==> src/rtl/if_ctrl_pkg.sv <==
// Shared types and constants for the fetch-stage hazard controller.
package if_ctrl_pkg;

  // Controller states: normal operation, or the extra stall cycle of a
  // load feeding a branch comparison in ID.
  typedef enum logic {
    RUN       = 1'b0,
    LDBR_WAIT = 1'b1
  } ctrl_state_t;

  // Architectural zero register; writes to it never create a dependency.
  localparam logic [4:0] REG_ZERO = 5'd0;

  // Sequential PC increment used by the fetch stage this block controls.
  localparam int PC_STEP = 4;

  // True when a producer writing dst creates a dependency on source src.
  function automatic logic reg_hit(input logic [4:0] dst, input logic [4:0] src);
    return (dst != REG_ZERO) && (dst == src);
  endfunction

endpackage

==> src/rtl/sat_counter.sv <==
// Saturating up-counter used for the stall and flush performance counters.
module sat_counter #(
  parameter int W = 16
) (
  input  logic         clk,
  input  logic         rst,
  input  logic         inc,
  output logic [W-1:0] cnt
);

  // Count up on inc, sticking at all-ones instead of wrapping.
  always_ff @(posedge clk or negedge rst) begin
    if (!rst) begin
      cnt <= '0;
    end else if (inc && (cnt != '1)) begin
      cnt <= cnt + W'(1);
    end
  end

endmodule

==> src/rtl/if_hazard_ctrl.sv <==
// Fetch-stage hazard and redirect controller for the 5-stage pipeline.
// Stalls IF/ID on load-use and branch-operand hazards, sequences the
// two-cycle load-to-branch stall, and redirects on beq/j resolved in ID.
module if_hazard_ctrl
  import if_ctrl_pkg::*;
#(
  parameter int CNT_W = 16
) (
  input  logic             clk,
  input  logic             rst,
  input  logic             ex_memRead,
  input  logic             ex_regWrite,
  input  logic [4:0]       ex_dst,
  input  logic [4:0]       id_rs,
  input  logic [4:0]       id_rt,
  input  logic             id_usesRt,
  input  logic             id_branch,
  input  logic             id_regEq,
  input  logic             id_jmp,
  output logic             pcWrite,
  output logic             ifidWrite,
  output logic             PcSrc,
  output logic             jmp,
  output logic             flush,
  output logic             idBubble,
  output logic [CNT_W-1:0] stallCnt,
  output logic [CNT_W-1:0] flushCnt
);

  ctrl_state_t state_reg;
  ctrl_state_t state_next;

  logic match;
  logic hz_lu;
  logic hz_br;
  logic hz_brld;
  logic stall;
  logic redirect_br;
  logic redirect_j;
  logic stall_evt;
  logic flush_evt;

  // Hazard detection against the instruction currently in EX.
  always_comb begin
    match   = reg_hit(ex_dst, id_rs) | (id_usesRt & reg_hit(ex_dst, id_rt));
    hz_lu   = ex_memRead & match & ~id_jmp;
    hz_br   = id_branch & ~id_jmp & ex_regWrite & ~ex_memRead & match;
    hz_brld = id_branch & hz_lu;
  end

  // Next-state logic and control outputs; reset forces a squashing bubble.
  always_comb begin
    state_next  = state_reg;
    stall       = 1'b0;
    redirect_br = 1'b0;
    redirect_j  = 1'b0;
    pcWrite     = 1'b0;
    ifidWrite   = 1'b0;
    PcSrc       = 1'b0;
    jmp         = 1'b0;
    flush       = 1'b1;
    idBubble    = 1'b1;
    stall_evt   = 1'b0;
    flush_evt   = 1'b0;

    case (state_reg)
      RUN: begin
        stall = hz_lu | hz_br;
        if (hz_brld) begin
          state_next = LDBR_WAIT;
        end
      end
      LDBR_WAIT: begin
        // Second cycle of the load-to-branch stall: the loaded value only
        // reaches the ID comparator after this, whatever EX now holds.
        stall      = 1'b1;
        state_next = RUN;
      end
      default: begin
        stall      = 1'b1;
        state_next = RUN;
      end
    endcase

    // jmp takes priority over a taken branch in the same instruction slot.
    redirect_j  = id_jmp;
    redirect_br = id_branch & id_regEq & ~id_jmp;

    if (rst) begin
      if (stall) begin
        pcWrite   = 1'b0;
        ifidWrite = 1'b0;
        idBubble  = 1'b1;
        PcSrc     = 1'b0;
        jmp       = 1'b0;
        flush     = 1'b0;
      end else begin
        pcWrite   = 1'b1;
        ifidWrite = 1'b1;
        idBubble  = 1'b0;
        PcSrc     = redirect_br;
        jmp       = redirect_j;
        flush     = redirect_br | redirect_j;
      end
      stall_evt = stall;
      flush_evt = ~stall & (redirect_br | redirect_j);
    end
  end

  // State register; reset returns to RUN and drops any pending second stall.
  always_ff @(posedge clk or negedge rst) begin
    if (!rst) begin
      state_reg <= RUN;
    end else begin
      state_reg <= state_next;
    end
  end

  // Performance counters, fed only from internal events so the control
  // outputs never depend on counter values.
  sat_counter #(.W(CNT_W)) u_stall_cnt (
    .clk (clk),
    .rst (rst),
    .inc (stall_evt),
    .cnt (stallCnt)
  );

  sat_counter #(.W(CNT_W)) u_flush_cnt (
    .clk (clk),
    .rst (rst),
    .inc (flush_evt),
    .cnt (flushCnt)
  );

endmodule

==> config.mk <==
export PLATFORM = sky130hd
export DESIGN_NAME = if_hazard_ctrl
export DESIGN_NICKNAME = d
export VERILOG_FILES = /design/src/rtl/if_ctrl_pkg.sv /design/src/rtl/sat_counter.sv /design/src/rtl/if_hazard_ctrl.sv
export SDC_FILE = /design/constraint.sdc
export NUM_CORES = 1
export LEC_CHECK = 0
export ABC_AREA = 1
export BUFFER_PORTS_ARGS = -buffer_cell sky130_fd_sc_hd__buf_2
export CAP_MARGIN = 30
export CORE_MARGIN = 1
export CORE_UTILIZATION = 35
export CTS_BUF_LIST = sky130_fd_sc_hd__clkbuf_4 sky130_fd_sc_hd__clkbuf_8 sky130_fd_sc_hd__clkbuf_16
export CTS_CLUSTER_DIAMETER = 50
export CTS_CLUSTER_SIZE = 8
export DETAILED_ROUTE_END_ITERATION = 16
export GPL_ROUTABILITY_DRIVEN = 0
export GPL_TIMING_DRIVEN = 0
export PLACE_DENSITY = 0.56
export SLEW_MARGIN = 20
export SYNTH_ARGS = -nofsm -noshare
export SYNTH_HDL_FRONTEND = slang
export SYNTH_HIERARCHICAL = 1
export SYNTH_SLANG_ARGS = --single-unit
==> constraint.sdc <==
create_clock -name clk -period 1.63 [get_ports clk]
set_clock_uncertainty 0.15 [all_clocks]
set_input_delay 0.163 -clock clk [delete_from_list [all_inputs] [get_ports clk]]
set_output_delay 0.163 -clock clk [all_outputs]
set_load 0.1 [all_outputs]
# Yosys cells after proc, flatten, opt, wreduce, memory -nomap -nowiden
# Cells that the tools add are included.
# totals
latch_bits,0
rom_bits,0
mem_count,0
output_inout_bits,38
ramBits,0
ff_bits,33
# classes
shift,0
n_addsub,2
reduce_logical,5
n_mul,0
bitwise,18
eq_ne,4
n_div,0
mux,15
n_lt_le_gt_ge,0
# ops
cell,count
$add 16x1->16 const B,2
$ne 16x16->1 const B,2
$mux 1,13
$and 1x1->1,11
$eq 5x5->1,2
$reduce_bool 5->1,1
$logic_and 1x1->1,4
$not 1->1,4
$pmux 1 s2,2
$or 1x1->1,3

# Logic depth before layout (Yosys ltp)
# Gate-level depths: netlist of the first run.
# depth
depth_word,12
mapped_depth,17
depth_no_buf,17

# By module
# The synthesis of the first run kept the hierarchy.
# modules_own_cells
module,area_each_um2,cells_per_inst,instances,seq_area_each_um2
sat_counter,1058.5,149,2,400.4
if_hazard_ctrl,360.3,72,1,25.0

# Worst setup path before layout of the first run
# No wires, ideal clock.
# synth_timing
path_type,register to register
startpoint,register u_flush_cnt.cnt[0]
endpoint,register u_flush_cnt.cnt[6]
path_stages_with_launch,10
n_path_buf,1
required_time_ns,1.357
arrival_ns,2.051
period_less_slack_ns,2.323
slack_ns,-0.693
path_cell_list,dfrtp_1 > ha_1 > inv_2 > nor2_4 > nand2_2 > nor2_4 > nor2_4 > buf_6 > nand2_1 > nand2_1
# synth_between
elab_chain_len,2
# synth_rtl
item,line,text
start: declaration,sat_counter.sv:8,output logic [W-1:0] cnt
start signal: assignment,sat_counter.sv:16,cnt <= cnt + W'(1);
"parallel branches: the longest is 2 deep, another holds $add 16x1->16",--,
# Several ways; the timed one is not identified.
# A chain may end at the register's enable or synchronous reset.

# Worst setup path in the final report of the first run
# layout_timing
startpoint,register u_stall_cnt.cnt[0]
endpoint,register u_stall_cnt.cnt[13]
# layout_between
elab_chain_len,2
# layout_rtl
item,line
start: declaration,sat_counter.sv:8
start signal: assignment,sat_counter.sv:16
"parallel branches: the longest is 2 deep, another holds $add 16x1->16",--
# Several ways; the timed one is not identified.

==> impl_results.md, run 1 <==
- Status: finished, final reports clean
- Worst slew pin tran: 0.491 ns
- Largest net degree at the start of global routing: 37
- Rel. slew slack: slightly below 70%
- Count leader, synth: nand2_1
- Top cells by count, synth: nand2_1 (156), inv_1 (37), nor2_1 (36)
- Buffers added on ports: 60
- Final setup TNS: 0 ns
- Worst hold slack: 0.0155 ns
- H-tree level count: 2
- Clk sinks: 33
- Hpwl dp: 4660 µm
- Worst setup path startpoint: u_stall_cnt/cnt[0]
- Total GRT Usage: 19.4%
- Seq cells post-synth: 33
- Remaining global-route overflow: 0
- Area grow syn2layout: 45.5%
- Met2 GRT Util: between 30% and 40%
- Crit path DAT: 1.69 ns
- Flop-to-flop setup slack: 0.01 ns
- Sequential element share of the synthesized area: between 30% and 40%
- Final hold violation count: 0
- Setup violators final: 0
- GR Layer Usage met3: 3.46%
- Lkg Pwr: approximately 0.0017 µW
- Cells after Synth: 370
- Die H: 86.1 µm
- Area leader, netlist: dfrtp_1
- Ys async rst share: 100%
- Share of cells above drive strength 1: 43.2%
- Mean Syn Cell Area: 6.70 µm²
- Unrepaired setup endpoints after global routing: true
- Crit-path max FO: 10
- Root Buffer: clkbuf_8
- Max Clk Rate: around 0.6 GHz
- Number of synthesized flops with an enable pin: 0
- Die ar.: 7420 µm²
- Clock Latency Late Sink: between 0.2 and 0.3 ns
- Clock Path Buffers: 2
- Vias in the first global route: 2,482
- CP endpoint kind: flip-flop
- FF-to-FF path depth: 9
- GRT met1 Usage: between 20% and 30%
- Maximum VDD drop: 0.881 mV
- Final worst path period share: 99.3%
- Most Crowded Layer GR: met2
- Initial antenna violation count: 0
- Iter 0 DRT Violations: approximately 130
- Cts bufs inserted: 5
- R2r startpoint: u_stall_cnt/cnt[0]
- Worst Setup Start Kind: flip-flop
- Number of remaining DRC errors: 0
- Pins Over Slew Limit: 0
- Hold WC Path Type: input port to flip-flop
- Final Critical Period: around 1.6 ns
- Synth area leaders: dfrtp_1 (33%), nand2_1 (24%), inv_1 (5.6%)
- TritonCTS clock tree: yes
- Max-cap violation count: 0
- Unique masters post-synth: 23
- Final #Nets: 480
- Antenna Violating Nets Remaining: 0
- Core footprint: 6830 µm²
- Initial core utilization: 36.3%
- I/O pin total: 61
- Routed WL: 6610 µm
- CTS clk-pin slew, worst paths: 0.07 ns
- First-pass GRT wire length: 11,500 µm
- Drt pass-1 iters: 4
- Inserted Diodes: 0
- Crit path required time: 1.70 ns
- Worst R2R End: u_stall_cnt/cnt[13]
- Ys Warns: 6
- Post-detailed-route wirelength per cell: 12.0 µm
- Die Width: 86.1 µm
- Vias per Instance: 4.63
- FP Rows: 30
- CP Class: flip-flop to flip-flop
- Pwr/cell area: around 1100 nW/µm²
- Synth top area share: 33.3%
- Detailed-route via count: 2,553
- Critical path endpoint: u_stall_cnt/cnt[13]
- Final Util: 52.7%
- Total design power: 4120 µW
- Post-synth net total: 395
- Commonest register cell after synthesis: dfrtp_1
- Mapped Area: 2480 µm²
worst min-delay path by stage:
stage | startpoint | endpoint | cells past startpoint | slack (ns)
detailed placement | rst | u_stall_cnt/cnt[11] | 1 | 0.18
CTS | rst | u_stall_cnt/cnt[11] | 1 | -0.30
floorplan | rst | state_reg | 0 | -0.28
finish | id_branch | state_reg | 3 | 0.02
global placement | rst | u_stall_cnt/cnt[10] | 1 | 0.18
global route | id_branch | state_reg | 3 | 0.02
critical path: stages, from the launching register on:
cell,delay (ns)
dfrtp_4,0.52
ha_4,0.20
inv_4,0.08
nor2_4,0.04
nand2_2,0.09
nor2_4,0.05
nor2_4,0.14
buf_8,0.16
nand2_1,0.06
nand2_1,0.05
kinds of logic after synthesis:
family | count (synthesis) | share of synthesized area, %
and+or+nand+nor | 253 | 47.3
xor gates and xnor gates | 13 | 4.60
DFF | 33 | 33.3
AOI/OAI and AO/OA | 21 | 5.10
adders and majority gates | 2 | 1.01
buffers and inverters | 48 | 8.64
metal layers:
metal / wire, µm / up-vias
met3: 193 / 7
met5: 0 / -
li1: - / 1317
met4: 75 / 0
met2: 3240 / 42
met1: 3100 / 1187
power breakdown:
part / leakage [µW] / switching [µW] / total (µW) / internal [µW]
Clock: 0.0000619 / 327 / 843 / 516
Combinational: 0.00122 / 1560 / 2030 / 464
Sequential: 0.000376 / 224 / 1250 / 1030
Total: 0.00166 / 2110 / 4120 / 2010
cells in the final DEF, fill, tap and decap left out, drive strengths merged:
cell type | synthesis | final
a21boi | 1 | 1
a21oi | 2 | 2
buf | 5 | 81
bufinv | 0 | 1
clkbuf | 0 | 7
dfrtp | 33 | 33
dlygate4sd3 | 0 | 2
ha | 2 | 2
inv | 43 | 43
nand2 | 165 | 165
nand3 | 20 | 20
nand3b | 1 | 1
nand4 | 13 | 13
nor2 | 53 | 53
nor3 | 1 | 1
o21ai | 18 | 18
xnor2 | 11 | 11
xor2 | 2 | 2
area by class of cell:
class                   count  area, µm²
plain buffers               5       63.8
clock buffers               7       90.1
clock inverters             1       30.0
fillers                   694       3230
inverters                  43        199
multi-input cells         289       1580
flip-flops and latches     33        913
well taps                  96        120
repair buffers             78        609
stage by stage:
stage          area [µm²]  worst slack (ns)  instances
2_1_floorplan        2660            -0.302        370
3_3_place_gp         3080            -0.624        526
3_5_place_dp         3080            -0.623        526
4_1_cts              3320          -0.00143        540
5_1_grt              3600           -0.0672        552
6_report             3600            0.0115        552
timing repair:
action,CTS,global route
pin swaps,8,26
gates resized for setup,24,58
hold endpoints to repair,34,33
setup buffers,5,10
endpoints found under the setup margin,36,37
hold buffers,1,2
Note: power is estimated with default switching activity, not from simulation.
==> run 2, diff against run 1 <==
--- a/config.mk
+++ b/config.mk
@@ -16,9 +16,8 @@
 export DETAILED_ROUTE_END_ITERATION = 16
 export GPL_ROUTABILITY_DRIVEN = 0
 export GPL_TIMING_DRIVEN = 0
-export PLACE_DENSITY = 0.56
+export PLACE_DENSITY = 0.57
 export SLEW_MARGIN = 20
 export SYNTH_ARGS = -nofsm -noshare
 export SYNTH_HDL_FRONTEND = slang
-export SYNTH_HIERARCHICAL = 1
 export SYNTH_SLANG_ARGS = --single-unit
==> run 2 against run 1 <==
  * Clock-buffer cell count did not move
  * First-iteration DRC count fell by 19%
  * Total power fell by 43%
  * Area after synthesis fell by 4.6%
  * Highest routed layer unchanged
  * Flip-flop and latch count did not move
  * Critical path type unchanged
  * The flow now finishes with violations (design-rule violations, negative hold slack, negative setup slack)
  * Largest cell class unchanged
==> impl_results.md, run 2 <==
- H-tree level count: 2
- CP endpoint kind: flip-flop
- Final worst setup slack: -0.148 ns
- Rel. slew slack: 63.8%
- Count leader, synth: nand2_1
- Initial core utilization: 36.8%
- Pins Over Slew Limit: 0
- Number of remaining DRC errors: 2
- Violations in the final reports: design-rule violations, negative hold slack, negative setup slack
- Hold WC Path Type: input port to async pin
- Maximum VDD drop: ~0.74 mV
- Largest net degree at the start of global routing: 38
- Worst slew pin tran: 0.542 ns
- Final hold violation count: 33
- Commonest register cell after synthesis: dfrtp_1
- Fillers: 548
- CTS clk-pin slew, worst paths: 0.07 ns
- Cells after Synth: around 320
- Core footprint: 6420 µm²
- Worst hold slack: -0.318 ns
- Iter 0 DRT Violations: 102
- Share of cells above drive strength 1: 59.5%
- Lkg Pwr: between 0.0015 and 0.002 µW
- Buffers added on ports: 60
- Final Critical Period: roughly 1.8 ns
- I/O pin total: between 60 and 70
- Vias per Instance: a little under 5
- Mean Syn Cell Area: 7.46 µm²
- Routed WL: roughly 6900 µm
- Max Clk Rate: 0.563 GHz
- Worst R2R End: u_flush_cnt.cnt[13]
- Commonest non-fill, non-tap cell in the layout: nand2_1
- Sequential element share of the synthesized area: between 30% and 40%
- Pwr/cell area: 605 nW/µm²
- Ys Warns: 0
- First-pass GRT wire length: 10,700 µm
- Die Width: 84.2 µm
- Max-cap violation count: 0
- Post-synth net total: 342
- Flop-to-flop setup slack: -0.15 ns
- Seq cells post-synth: 33
- Hpwl dp: between 4000 and 5000 µm
- Post-Place Cell Area: 3000 µm²
- Clock Latency Late Sink: around 0.3 ns
- Number of synthesized flops with an enable pin: 0
- Inserted Diodes: 0
- Commonest cells after routing, fill and taps aside: nand2_1 (60), buf_2 (43), inv_1 (40), nand3_2 (28), buf_4 (27)
- Synth area leaders: dfrtp_1 (35%), nand2_1 (13%), inv_1 (8.9%)
- Final #Nets: 444
- Top cells by count, synth: nand2_1 (79), inv_1 (56), dfrtp_1 (33)
- Drt pass-1 iters: 10
- Mapped Area: 2360 µm²
- Clk sinks: 33
- Root Buffer: clkbuf_8
- Die ar.: a little over 7000 µm²
- Unrepaired setup endpoints after global routing: true
- FF-to-FF path depth: 11
- Clock Path Buffers: 2
- FP Rows: 29
- Worst Setup Start Kind: flip-flop
- Post-detailed-route wirelength per cell: 13.8 µm
- Setup violators final: 32
- TritonCTS clock tree: yes
- Ys async rst share: 100%
- Vias in the first global route: 2,370
- Area grow syn2layout: 64.3%
- Antenna Violating Nets Remaining: 0
- Post-CTS Hold Fix Bufs: 2
- Initial antenna violation count: 0
- Remaining global-route overflow: 0
- Die H: 84.2 µm
- Total design power: 2350 µW
- Total GRT Usage: 18.9%
- Cts bufs inserted: 5
- Crit-path max FO: 4
- Detailed-route via count: 2,428
- Crit path required time: 1.67 ns
- R2r startpoint: u_flush_cnt.cnt[0]
- Area leader, netlist: dfrtp_1
- Crit path DAT: about 1.8 ns
- Status: complete, but fails checks
- Unique masters post-synth: 30
- Finished Cell Area: 3880 µm²
- CP Class: flip-flop to flip-flop
- Synth top area share: approximately a third
- Final worst path period share: 109%
run 2: changes by cell type in the layout (fill, tap and decap cells not counted), sizes merged, moves of 8 or more:
cell    delta
buf       +19
o21ai     -14
nand3     +27
inv       +16
nand2     -82
o21bai    +16
nor2      -27
nor3      +10
nand4      -8
run 2: report_power, final:
group	total [µW]	switching (µW)	internal (µW)
Clock	707	325	382
Sequential	894	33.2	861
Combinational	748	485	263
Total	2350	844	1510
run 2: cell type report:
| class | count | area, µm² | share of cell area, % |
|---|---|---|---|
| multi-input combinational | 216 | 1660 | 42.6 |
| sequential | 33 | 897 | 23.1 |
| timing repair buffer | 96 | 801 | 20.6 |
| inverter | 61 | 255 | 6.57 |
| clock buffer | 7 | 96.3 | 2.48 |
| tap | 77 | 96.3 | 2.48 |
| buffer | 6 | 77.6 | 2.00 |
| clock inverter | 1 | 5.00 | 0.129 |
run 2: how the worst max path moves through the flow:
stage / to / depth (start not counted) / slack [ns] / startpoint
detailed placement: pcWrite / 5 / -0.57 / rst
global route: u_flush_cnt.cnt[15] / 8 / -0.22 / u_flush_cnt.cnt[0]
global placement: pcWrite / 5 / -0.56 / rst
floorplan: pcWrite / 10 / -0.60 / ex_dst[3]
finish: u_flush_cnt.cnt[13] / 11 / -0.15 / u_flush_cnt.cnt[0]
CTS: u_flush_cnt.cnt[11] / 11 / -0.20 / u_flush_cnt.cnt[0]
run 2: worst max-delay path: stages (launching register included):
cell and delay, ns:
dfrtp_4 0.44, ha_4 0.16, nand3_4 0.07, nor3_4 0.14, nand4_1 0.17, buf_6 0.18, nand2_4 0.07, inv_4 0.05
nand3_4 0.07, nor2_1 0.05, nand3_1 0.07, nand2_1 0.05
run 2: metal layers:
metal	GRT usage, %	share of wire (%)
met5	0	0
met4	5.17	1.1
met3	3.64	3.7
met2	34.6	53
met1	22.4	42
run 2: cell families after synthesis:
logic type	count (synthesis)	synth area share [%]
AOI/OAI and AO/OA	22	6.46
DFF	33	34.9
xor gates and xnor gates	16	5.93
and+or+nand+nor	176	39.3
buffers and inverters	68	12.3
adders and majority gates	2	1.06
run 2: through the flow:
stage / worst slack, ns / TNS [ns] / std cells / util, %
5_1_grt: -0.220 / -4.85 / 497 / 60.5
2_1_floorplan: -0.601 / -9.78 / 317 / -
3_5_place_dp: -0.571 / -11.86 / 454 / 46.7
6_report: -0.148 / -1.79 / 497 / 60.5
3_3_place_gp: -0.559 / -11.47 / 454 / 46.7
4_1_cts: -0.198 / -3.17 / 490 / 55.1
run 2: what timing repair did:
item                                    4_1_cts  5_1_grt
cloned                                        2        0
pin swaps                                    17       43
endpoints found under the setup margin       37       39
setup buffers                                24        8
hold endpoints to repair                     34       33
gates resized for setup                      49       79
